File: src/rtl/fetch_issue_unit.sv
// Fetch-side producer: one outstanding imem request, prefetch queue, redirect flush.
// Optional FETCH_PERF_EN adds saturating stall-cycle and redirect counters.
module fetch_issue_unit #(
   parameter logic [31:0] RESET_PC = 32'h0040_0000,
   parameter int unsigned QDEPTH   = 2
) (
   input  logic        clk,
   input  logic        rst_n,
   input  logic        stall_f,
   input  logic        pc_src_d,
   input  logic [31:0] pc_branch_d,
   output logic        imem_req,
   output logic [31:0] imem_addr,
   input  logic        imem_ack,
   input  logic [31:0] imem_rdata,
   output logic        valid_f,
   output logic [31:0] instr_f,
   output logic [31:0] pc_plus4_f
`ifdef FETCH_PERF_EN
   ,
   output logic [31:0] perf_stall_cyc,
   output logic [15:0] perf_redirects
`endif
);

   localparam int unsigned PW = $clog2(QDEPTH);
   localparam int unsigned CW = PW + 1;

   typedef enum logic [1:0] {StIdle, StWait, StDrop} state_e;

   state_e        r_state, w_state_nxt;
   logic [31:0]   r_pc, w_pc_nxt;
   logic          r_req, w_req_nxt;
   logic [31:0]   r_addr, w_addr_nxt;
   logic [31:0]   r_q_instr [QDEPTH];
   logic [31:0]   r_q_pc4   [QDEPTH];
   logic [PW-1:0] r_rd_ptr, r_wr_ptr;
   logic [CW-1:0] r_count;
   logic          w_push, w_pop, w_space, w_valid;

   assign w_valid = (r_count != '0);
   assign w_space = (r_count < CW'(QDEPTH));
   assign w_pop   = w_valid & ~stall_f & ~pc_src_d;

   always_comb begin
      w_state_nxt = r_state;
      w_pc_nxt    = r_pc;
      w_req_nxt   = r_req;
      w_addr_nxt  = r_addr;
      w_push      = 1'b0;
      case (r_state)
         StIdle: begin
            if (pc_src_d) begin
               w_pc_nxt = pc_branch_d;
            end else if (w_space) begin
               w_req_nxt   = 1'b1;
               w_addr_nxt  = r_pc;
               w_state_nxt = StWait;
            end
         end
         StWait: begin
            if (pc_src_d) begin
               w_pc_nxt = pc_branch_d;
               // A redirect coinciding with the ack drops the word and frees the bus now.
               if (imem_ack) begin
                  w_req_nxt   = 1'b0;
                  w_state_nxt = StIdle;
               end else begin
                  w_state_nxt = StDrop;
               end
            end else if (imem_ack) begin
               w_push      = 1'b1;
               w_pc_nxt    = r_pc + 32'd4;
               w_req_nxt   = 1'b0;
               w_state_nxt = StIdle;
            end
         end
         StDrop: begin
            if (pc_src_d) begin
               w_pc_nxt = pc_branch_d;
            end
            if (imem_ack) begin
               w_req_nxt   = 1'b0;
               w_state_nxt = StIdle;
            end
         end
         default: begin
            w_req_nxt   = 1'b0;
            w_state_nxt = StIdle;
         end
      endcase
   end

   always_ff @(posedge clk or negedge rst_n) begin
      if (!rst_n) begin
         r_state <= StIdle;
         r_pc    <= RESET_PC;
         r_req   <= 1'b0;
         r_addr  <= RESET_PC;
      end else begin
         r_state <= w_state_nxt;
         r_pc    <= w_pc_nxt;
         r_req   <= w_req_nxt;
         r_addr  <= w_addr_nxt;
      end
   end

   always_ff @(posedge clk or negedge rst_n) begin
      if (!rst_n) begin
         r_rd_ptr <= '0;
         r_wr_ptr <= '0;
         r_count  <= '0;
      end else if (pc_src_d) begin
         r_rd_ptr <= '0;
         r_wr_ptr <= '0;
         r_count  <= '0;
      end else begin
         if (w_push) begin
            r_wr_ptr <= r_wr_ptr + 1'b1;
         end
         if (w_pop) begin
            r_rd_ptr <= r_rd_ptr + 1'b1;
         end
         case ({w_push, w_pop})
            2'b10:   r_count <= r_count + 1'b1;
            2'b01:   r_count <= r_count - 1'b1;
            default: r_count <= r_count;
         endcase
      end
   end

   // Storage needs no reset: entries are only visible while counted as valid.
   always_ff @(posedge clk) begin
      if (w_push && !pc_src_d) begin
         r_q_instr[r_wr_ptr] <= imem_rdata;
         r_q_pc4[r_wr_ptr]   <= r_addr + 32'd4;
      end
   end

   assign imem_req   = r_req;
   assign imem_addr  = r_addr;
   assign valid_f    = w_valid;
   assign instr_f    = w_valid ? r_q_instr[r_rd_ptr] : 32'h0000_0000;
   assign pc_plus4_f = w_valid ? r_q_pc4[r_rd_ptr] : 32'h0000_0000;

`ifdef FETCH_PERF_EN
   logic [31:0] r_perf_stall;
   logic [15:0] r_perf_redir;

   always_ff @(posedge clk or negedge rst_n) begin
      if (!rst_n) begin
         r_perf_stall <= '0;
         r_perf_redir <= '0;
      end else begin
         if (w_valid && stall_f && (r_perf_stall != '1)) begin
            r_perf_stall <= r_perf_stall + 32'd1;
         end
         if (pc_src_d && (r_perf_redir != '1)) begin
            r_perf_redir <= r_perf_redir + 16'd1;
         end
      end
   end

   assign perf_stall_cyc = r_perf_stall;
   assign perf_redirects = r_perf_redir;
`endif

endmodule
File: config.mk
export PLATFORM = sky130hd
export DESIGN_NAME = fetch_issue_unit
export DESIGN_NICKNAME = d
export VERILOG_FILES = /design/src/rtl/fetch_issue_unit.sv
export SDC_FILE = /design/constraint.sdc
export NUM_CORES = 1
export LEC_CHECK = 0
export BUFFER_PORTS_ARGS = -buffer_cell sky130_fd_sc_hd__buf_4
export CAP_MARGIN = 20
export CORE_UTILIZATION = 42
export CTS_BUF_LIST = sky130_fd_sc_hd__clkbuf_4 sky130_fd_sc_hd__clkbuf_8
export DETAILED_ROUTE_END_ITERATION = 8
export GPL_TIMING_DRIVEN = 0
export PLACE_DENSITY = 0.62
export SLEW_MARGIN = 20
export SYNTH_ARGS = -nofsm -noshare
export SYNTH_HDL_FRONTEND = slang
export SYNTH_SLANG_ARGS = --single-unit
File: constraint.sdc
create_clock -name clk -period 8.2 [get_ports clk]
set_input_delay 1.23 -clock clk [delete_from_list [all_inputs] [get_ports clk]]
set_output_delay 1.23 -clock clk [all_outputs]
set_load 0.02 [all_outputs]
==> reports/metrics.cfg, run 1 <==
[run_status]
status = finished clean

[clock_network]
cts_setup_buffers = 0
h-tree-depth = 4
clockRootBuffer = clkbuf_8
cts_tree = done
cts_hold_buf = 0
clkTransAtPathRegs_ns = 0.10
cts_buffer_depth = 2
clock_sink_count = 199
cts_resized = 0
cts_made_buffers = 17
worstSkewPairLatency_ns = 0.47

[yosys]
ys_top_cells_by_count = edfxtp_1, nor2_1, dfrtp_1, mux2i_1
yosys.area.top_type_share_pct = 43.0
synth.cell_area_um2 = 8940
synth_top_family_by_area = simple AND/OR/NAND/NOR gates
synthXorXnorAreaFrac_pct = 2.94
synth-async-reset-ratio_pct = 35.7
ys_seq_area_share_pct = 62.9
synth_compound_area_share_pct = 7.28
ys_types = 50
synth_most_common_cell = edfxtp_1
synth_simple_gate_area_share_pct = 12.4
synth.area.top_cells = edfxtp_1, dfrtp_1, mux2i_1, mux2_2, nor2_1
yosys_warnings = 0
synth_top_area_cell = edfxtp_1
synth_fa_ha_area_share_pct = 0.980
synth-seq-cells = 199
synth-edff-count = 128
yosys_most_used_dff = edfxtp_1
synth_mux_area_share_pct = 11.5
syn_avg_cell_area_um2 = 12.6
syn_nets = 786
syn_inst = 710

[global_routing]
grt_max_degree = 72
grt_pass1_vias = 6177
antenna_found_initial = 0
grt_use_met1_pct = 27.9
grt_first_pass_wirelength_mm = 33.6
grt.met2_usage_pct = 31.7
grtUsageTotal_pct = 20.2
top_usage_layer = met2
met3_usage_pct = 3.98
gr-total-overflow = 0

[placement]
placedCellCount = 1160
gp_congestion = 0.916
portBuffers = 166
dpl-instance-area_um2 = 10600
dpl_worst_slack_ns = 4.63
dpl.hpwl_mm = 15.8

[setup_path]
cp_slowest_cell = clkbuf_1
cp.required_ns = 6.97
arrival_ns = 2.54
path_cells = nor2_1 > clkbuf_1 > buf_1 > nor2_1 > buf_4
cp_common_cell = nor2_1
critPathKind = reg -> out
r2r_setup_slack_ns = 5.39
cp-end-kind = primary output
rr_worst_depth = 7
cp_max_fo = 10
cp-start-kind = flop
critPathMaxStageDelay_ns = 0.50

[timing]
setup_ws_ns = 4.43
clock_skew_ns = 0.0119
finalHoldViolCount = 0
setup_viol = 0
fin_crit_sh_pct = 45.9
max_freq_ghz = 0.265
worstMarginPinSlew_ns = 0.911
slew_viol_final = 0
fin_crit_ns = 3.77
rsz0062_at_grt = no
relSlewSlack_pct = 39.2

[final_layout]
seqCellArea_um2 = 5620
num-fill-cells = 1851
syn2layout_area_growth_pct = 23.5
nNetsFinal = 985
design_area_um2 = 11000
fin_cells = 1192
diodes = 0
multi_input_area_um2 = 3150
drive_above_1_share_pct = 28.4

[floorplan]
io_pins = 167
rows = 52
die_area_um2 = 21900
die_w_um = 148
die_height_um = 148
coreArea_um2 = 20600
initial_core_util_pct = 43.5

[power_and_ir_drop]
p_leak_uw = 0.00410
peakVddDrop_mv = 0.131
power_density_nw_per_um2 = 306

[routing]
vias = 6357
dr.first_iter.drc_count = 543
routed_via_density = 5.33
antenna_left = 0
routedWlPerCell_um = 17.7
drc = 0
drtPass1Iterations = 5
wirelength_mm = 21.2

[worst_hold_path]
holdPathStages = 0
min_path_type = reg -> reg

[flow_run]
drv_cap = 0

routing by layer:
metal / vias to the layer above / routed length (um)
met5: - / 0
met4: 0 / 415
met3: 29 / 1260
met2: 216 / 9880
met1: 3071 / 9600
li1: 3041 / -
sequential cells by signal, indices dropped and copies added (netlist names):
register,cells
r_state,2
r_q_pc4,64
imem_addr,32
imem_req,1
r_count,2
r_q_instr,64
r_pc,32
r_wr_ptr,1
r_rd_ptr,1
metrics by stage:
| stage | util (%) | total power, uW | TNS [ns] | hold WS (ns) |
|---|---|---|---|---|
| 6_report | 53.7 | 3380 | 0 | 0.501 |
| 5_1_grt | 53.7 | 3580 | 0 | 0.528 |
| 4_1_cts | 53.7 | 3400 | 0 | 0.510 |
| 3_5_place_dp | 51.8 | 2780 | 0 | 0.484 |
| 3_3_place_gp | 51.2 | 2760 | -169.63 | 0.480 |
| 2_1_floorplan | - | 2280 | 0 | 0.460 |
cells by family (layout without fill, tap and decap cells):
kind of cell / Yosys count / count (layout)
simple gates: 227 / 227
flops: 199 / 199
compound gates: 104 / 104
mux: 98 / 98
buf+inv: 45 / 257
xor+xnor: 30 / 30
fa+ha+maj: 7 / 7
worst paths after layout:
check,start,to
min reg2reg,imem_addr[0]$_DFFE_PN0P_,r_q_pc4[1][0]$_DFFE_PP_
max reg2reg,r_state[0]$_DFFE_PN0P_,r_pc[24]$_DFFE_PN0P_
max,r_count[1]$_DFFE_PN0P_,pc_plus4_f[12]
min in group asynchronous,rst_n,r_pc[14]$_DFFE_PN0P_
max in group asynchronous,rst_n,imem_addr[4]$_DFFE_PN0P_
min,imem_addr[0]$_DFFE_PN0P_,r_q_pc4[1][0]$_DFFE_PP_
worst max-delay path, delay by kind of cell (launching register included):
family,cells,cell delay (ns)
buffers and inverters,3,1.15
DFF,1,0.46
and+or+nand+nor,2,0.46
where the power goes:
part	switching (uW)	internal [uW]	total, uW
sequential	236	1330	1560
combinational	691	499	1190
clock	366	259	625
total	1290	2090	3380
cell usage in the layout, fill, tap and decap left out, types with 8 or more instances in the layout:
cell / Yosys / final
nor2_1: 85 / 85
mux2i_1: 64 / 64
dfrtp_1: 69 / 69
and3_1: 8 / 8
a21oi_1: 39 / 39
nand3_1: 34 / 34
o21ai_0: 22 / 22
nand4_1: 10 / 10
nor3_1: 14 / 13
inv_1: 11 / 11
clkbuf_1: 22 / 22
clkbuf_8: 0 / 17
edfxtp_1: 128 / 128
xnor2_1: 23 / 23
mux2_2: 30 / 30
o22ai_1: 12 / 12
buf_4: 0 / 177
nand2_1: 39 / 39
final cells by class:
class / instances / share of cell area, %
inverter: 11 / 0.374
buffer: 34 / 1.22
clock inverter: 14 / 1.37
tap: 270 / 3.06
multi-input combinational: 466 / 28.5
sequential: 199 / 50.9
clock buffer: 18 / 2.19
timing repair buffer: 180 / 12.3
(Power assumes the default switching activity.)
==> run 2: changes to the inputs <==
Settings changed: ABC_AREA set to 1, PLACE_DENSITY 0.62 to 0.64.
Clock period 8.2 ns to 3.37 ns, I/O delays scaled along.
==> run 2 against run 1 <==
Net effect: combinational power increased to 3.9 times the previous value; global-route usage increased by 1.5 points; cell count increased by 29%; first-iteration DRC count increased by 4.6%; critical path type unchanged; critical endpoint is now pc_plus4_f[9].
==> reports/metrics.cfg, run 2 <==
[run_status]
status = finished clean

[routing]
routed_via_density = 5.07
drtPass1Iterations = 5
routedWlPerCell_um = 16.2
vias = 7787
drc = 0
dr.first_iter.drc_count = 568
wirelength_mm = 24.9
antenna_left = 0

[clock_network]
cts_hold_buf = 0
cts_resized = 0
h-tree-depth = 4
worstSkewPairLatency_ns = 0.47
cts_setup_buffers = 0
clkTransAtPathRegs_ns = 0.11
cts_made_buffers = 17
cts_tree = done
cts_buffer_depth = 2
clock_sink_count = 199
clockRootBuffer = clkbuf_8

[timing]
setup_ws_ns = 0.747
finalHoldViolCount = 0
worstMarginPinSlew_ns = 0.920
setup_viol = 0
clock_skew_ns = 0.0157
max_freq_ghz = 0.381
fin_crit_sh_pct = 77.8
slew_viol_final = 0
relSlewSlack_pct = 38.7
fin_crit_ns = 2.62
rsz0062_at_grt = no

[setup_path]
cp-start-kind = flop
crit_buf_inv = 4
arrival_ns = 2.12
critPathKind = reg -> out
cp-end-kind = primary output
cp.required_ns = 2.86
cp_max_fo = 10
critPathTopFamily = buffers and inverters
critPathMaxStageDelay_ns = 0.41
cp_slowest_cell = dfrtp_1
path_cells = inv_1 > buf_2 > buf_1 > nand2_1 > a21oi_1 > buf_4

[global_routing]
grt_first_pass_wirelength_mm = 39.1
grt_pass1_vias = 7244
grt_max_degree = 72
grtUsageTotal_pct = 21.7
antenna_found_initial = 0
gr-total-overflow = 0

[placement]
dpl-instance-area_um2 = 11200
gp_congestion = 0.970
dpl_worst_slack_ns = 1.16
portBuffers = 166
dpl.hpwl_mm = 18.4

[power_and_ir_drop]
p_total_uw = 10100
p_leak_uw = 0.00494
internal_power_uw = 5480
power_frac_comb_pct = 46.5
power_frac_clock_pct = 14.4
seqPwrFrac_pct = 39.1
power_density_nw_per_um2 = 868
switching_power_uw = 4600
sw_frac_of_total_pct = 45.6
peakVddDrop_mv = 0.390

[final_layout]
multi_input_area_um2 = 3480
syn2layout_area_growth_pct = 21.5
post-route-util_pct = 52.6
num-fill-cells = 2082
drive_above_1_share_pct = 20.3
top_regs = r_q_instr x64, r_q_pc4 x64
layout_commonest_cell = nand2_1
nNetsFinal = 1320
mostFrequentLayoutCells = nand2_1, buf_4, edfxtp_1
diodes = 0
seqCellArea_um2 = 5620
design_area_um2 = 11600

[yosys]
synth_top_area_cell = edfxtp_1
synth_most_common_cell = nand2_1
synth-async-reset-ratio_pct = 35.7
yosys_warnings = 0
yosys.area.top_type_share_pct = 40.2
syn_avg_cell_area_um2 = 9.06
ys_types = 43
ys_top_cells_by_count = nand2_1, edfxtp_1, nor2_1, a21oi_1, dfrtp_1
synth-seq-cells = 199
synth-edff-count = 128
ys_seq_area_share_pct = 58.8
yosys_most_used_dff = edfxtp_1
synth.area.top_cells = edfxtp_1, dfrtp_1, nand2_1, nor2_1, a21oi_1
syn_nets = 1131
synth.cell_area_um2 = 9560
syn_inst = 1055

[floorplan]
die_height_um = 153
initial_core_util_pct = 43.2
coreArea_um2 = 22100
rows = 54
io_pins = 167
die_w_um = 153
die_area_um2 = 23400

[worst_hold_path]
min_path_type = in -> async

[flow_run]
drv_cap = 0

==> run 2: cell count changes after synthesis, moves of 10 or more <==
cell | before | now
nand2_1 | 39 | 361
mux2i_1 | 64 | 0
inv_1 | 11 | 67
a21oi_1 | 39 | 75
nor2_1 | 85 | 121
mux2_2 | 30 | 3
o21ai_0 | 22 | 49
clkbuf_1 | 22 | 11
xnor2_1 | 23 | 13
==> run 2: through the flow <==
stage / setup TNS [ns] / cells / hold WS (ns)
floorplan: 0 / 1055 / 0.210
global placement: -97.33 / 1501 / 0.465
detailed placement: 0 / 1505 / 0.476
CTS: 0 / 1537 / 0.161
global route: 0 / 1537 / 0.172
finish: 0 / 1537 / 0.129
==> run 2: layout make-up <==
| type | count | share of cell area (%) |
|---|---|---|
| inverter | 70 | 2.28 |
| clock inverter | 15 | 1.14 |
| multi-input combinational | 747 | 30.0 |
| tap | 280 | 3.02 |
| buffer | 39 | 1.72 |
| clock buffer | 17 | 2.01 |
| sequential | 199 | 48.4 |
| timing repair buffer | 170 | 11.4 |
==> run 2: power by group through the flow <==
stage | sequential (uW) | clock, uW | combinational, uW
after floorplan | 4020 | 0 | 2710
after global placement | 3990 | 0 | 4620
after detailed placement | 3980 | 0 | 4690
after CTS | 3930 | 1490 | 4710
after global routing | 4020 | 1590 | 5150
final | 3950 | 1450 | 4690
==> run 2: final timing paths <==
check                                  startpoint                         end  slack [ns]  cells past startpoint
min in group clk                   imem_rdata[17]  r_q_instr[0][17]$_DFFE_PP_        0.21                      1
max in group asynchronous                   rst_n      r_state[1]$_DFFE_PN0P_        2.60                      1
hold / removal                              rst_n        r_pc[26]$_DFFE_PN0P_        0.13                      1
hold reg to reg               r_pc[0]$_DFFE_PN0P_         r_pc[0]$_DFFE_PN0P_        0.50                      2
setup reg to reg           r_state[1]$_DFFE_PN0P_   r_q_instr[0][5]$_DFFE_PP_        1.27                      5
setup / recovery             r_rd_ptr$_DFFE_PN0P_               pc_plus4_f[9]        0.75                      6
==> run 2: kinds of logic after synthesis <==
family	synth area share, %
AOI/OAI and AO/OA	8.52
xor gates and xnor gates	2.57
adders and majority gates	0.917
buffers and inverters	4.87
DFF	58.8
muxes	0.354
and+or+nand+nor	23.9
==> run 2: per-layer routing <==
metal	up-vias	GRT usage (%)	routed length, um
met3	58	3.29	1160
met5	-	0	0
li1	3857	-	-
met1	3620	29.1	11200
met2	252	34.6	11600
met4	0	10.3	934
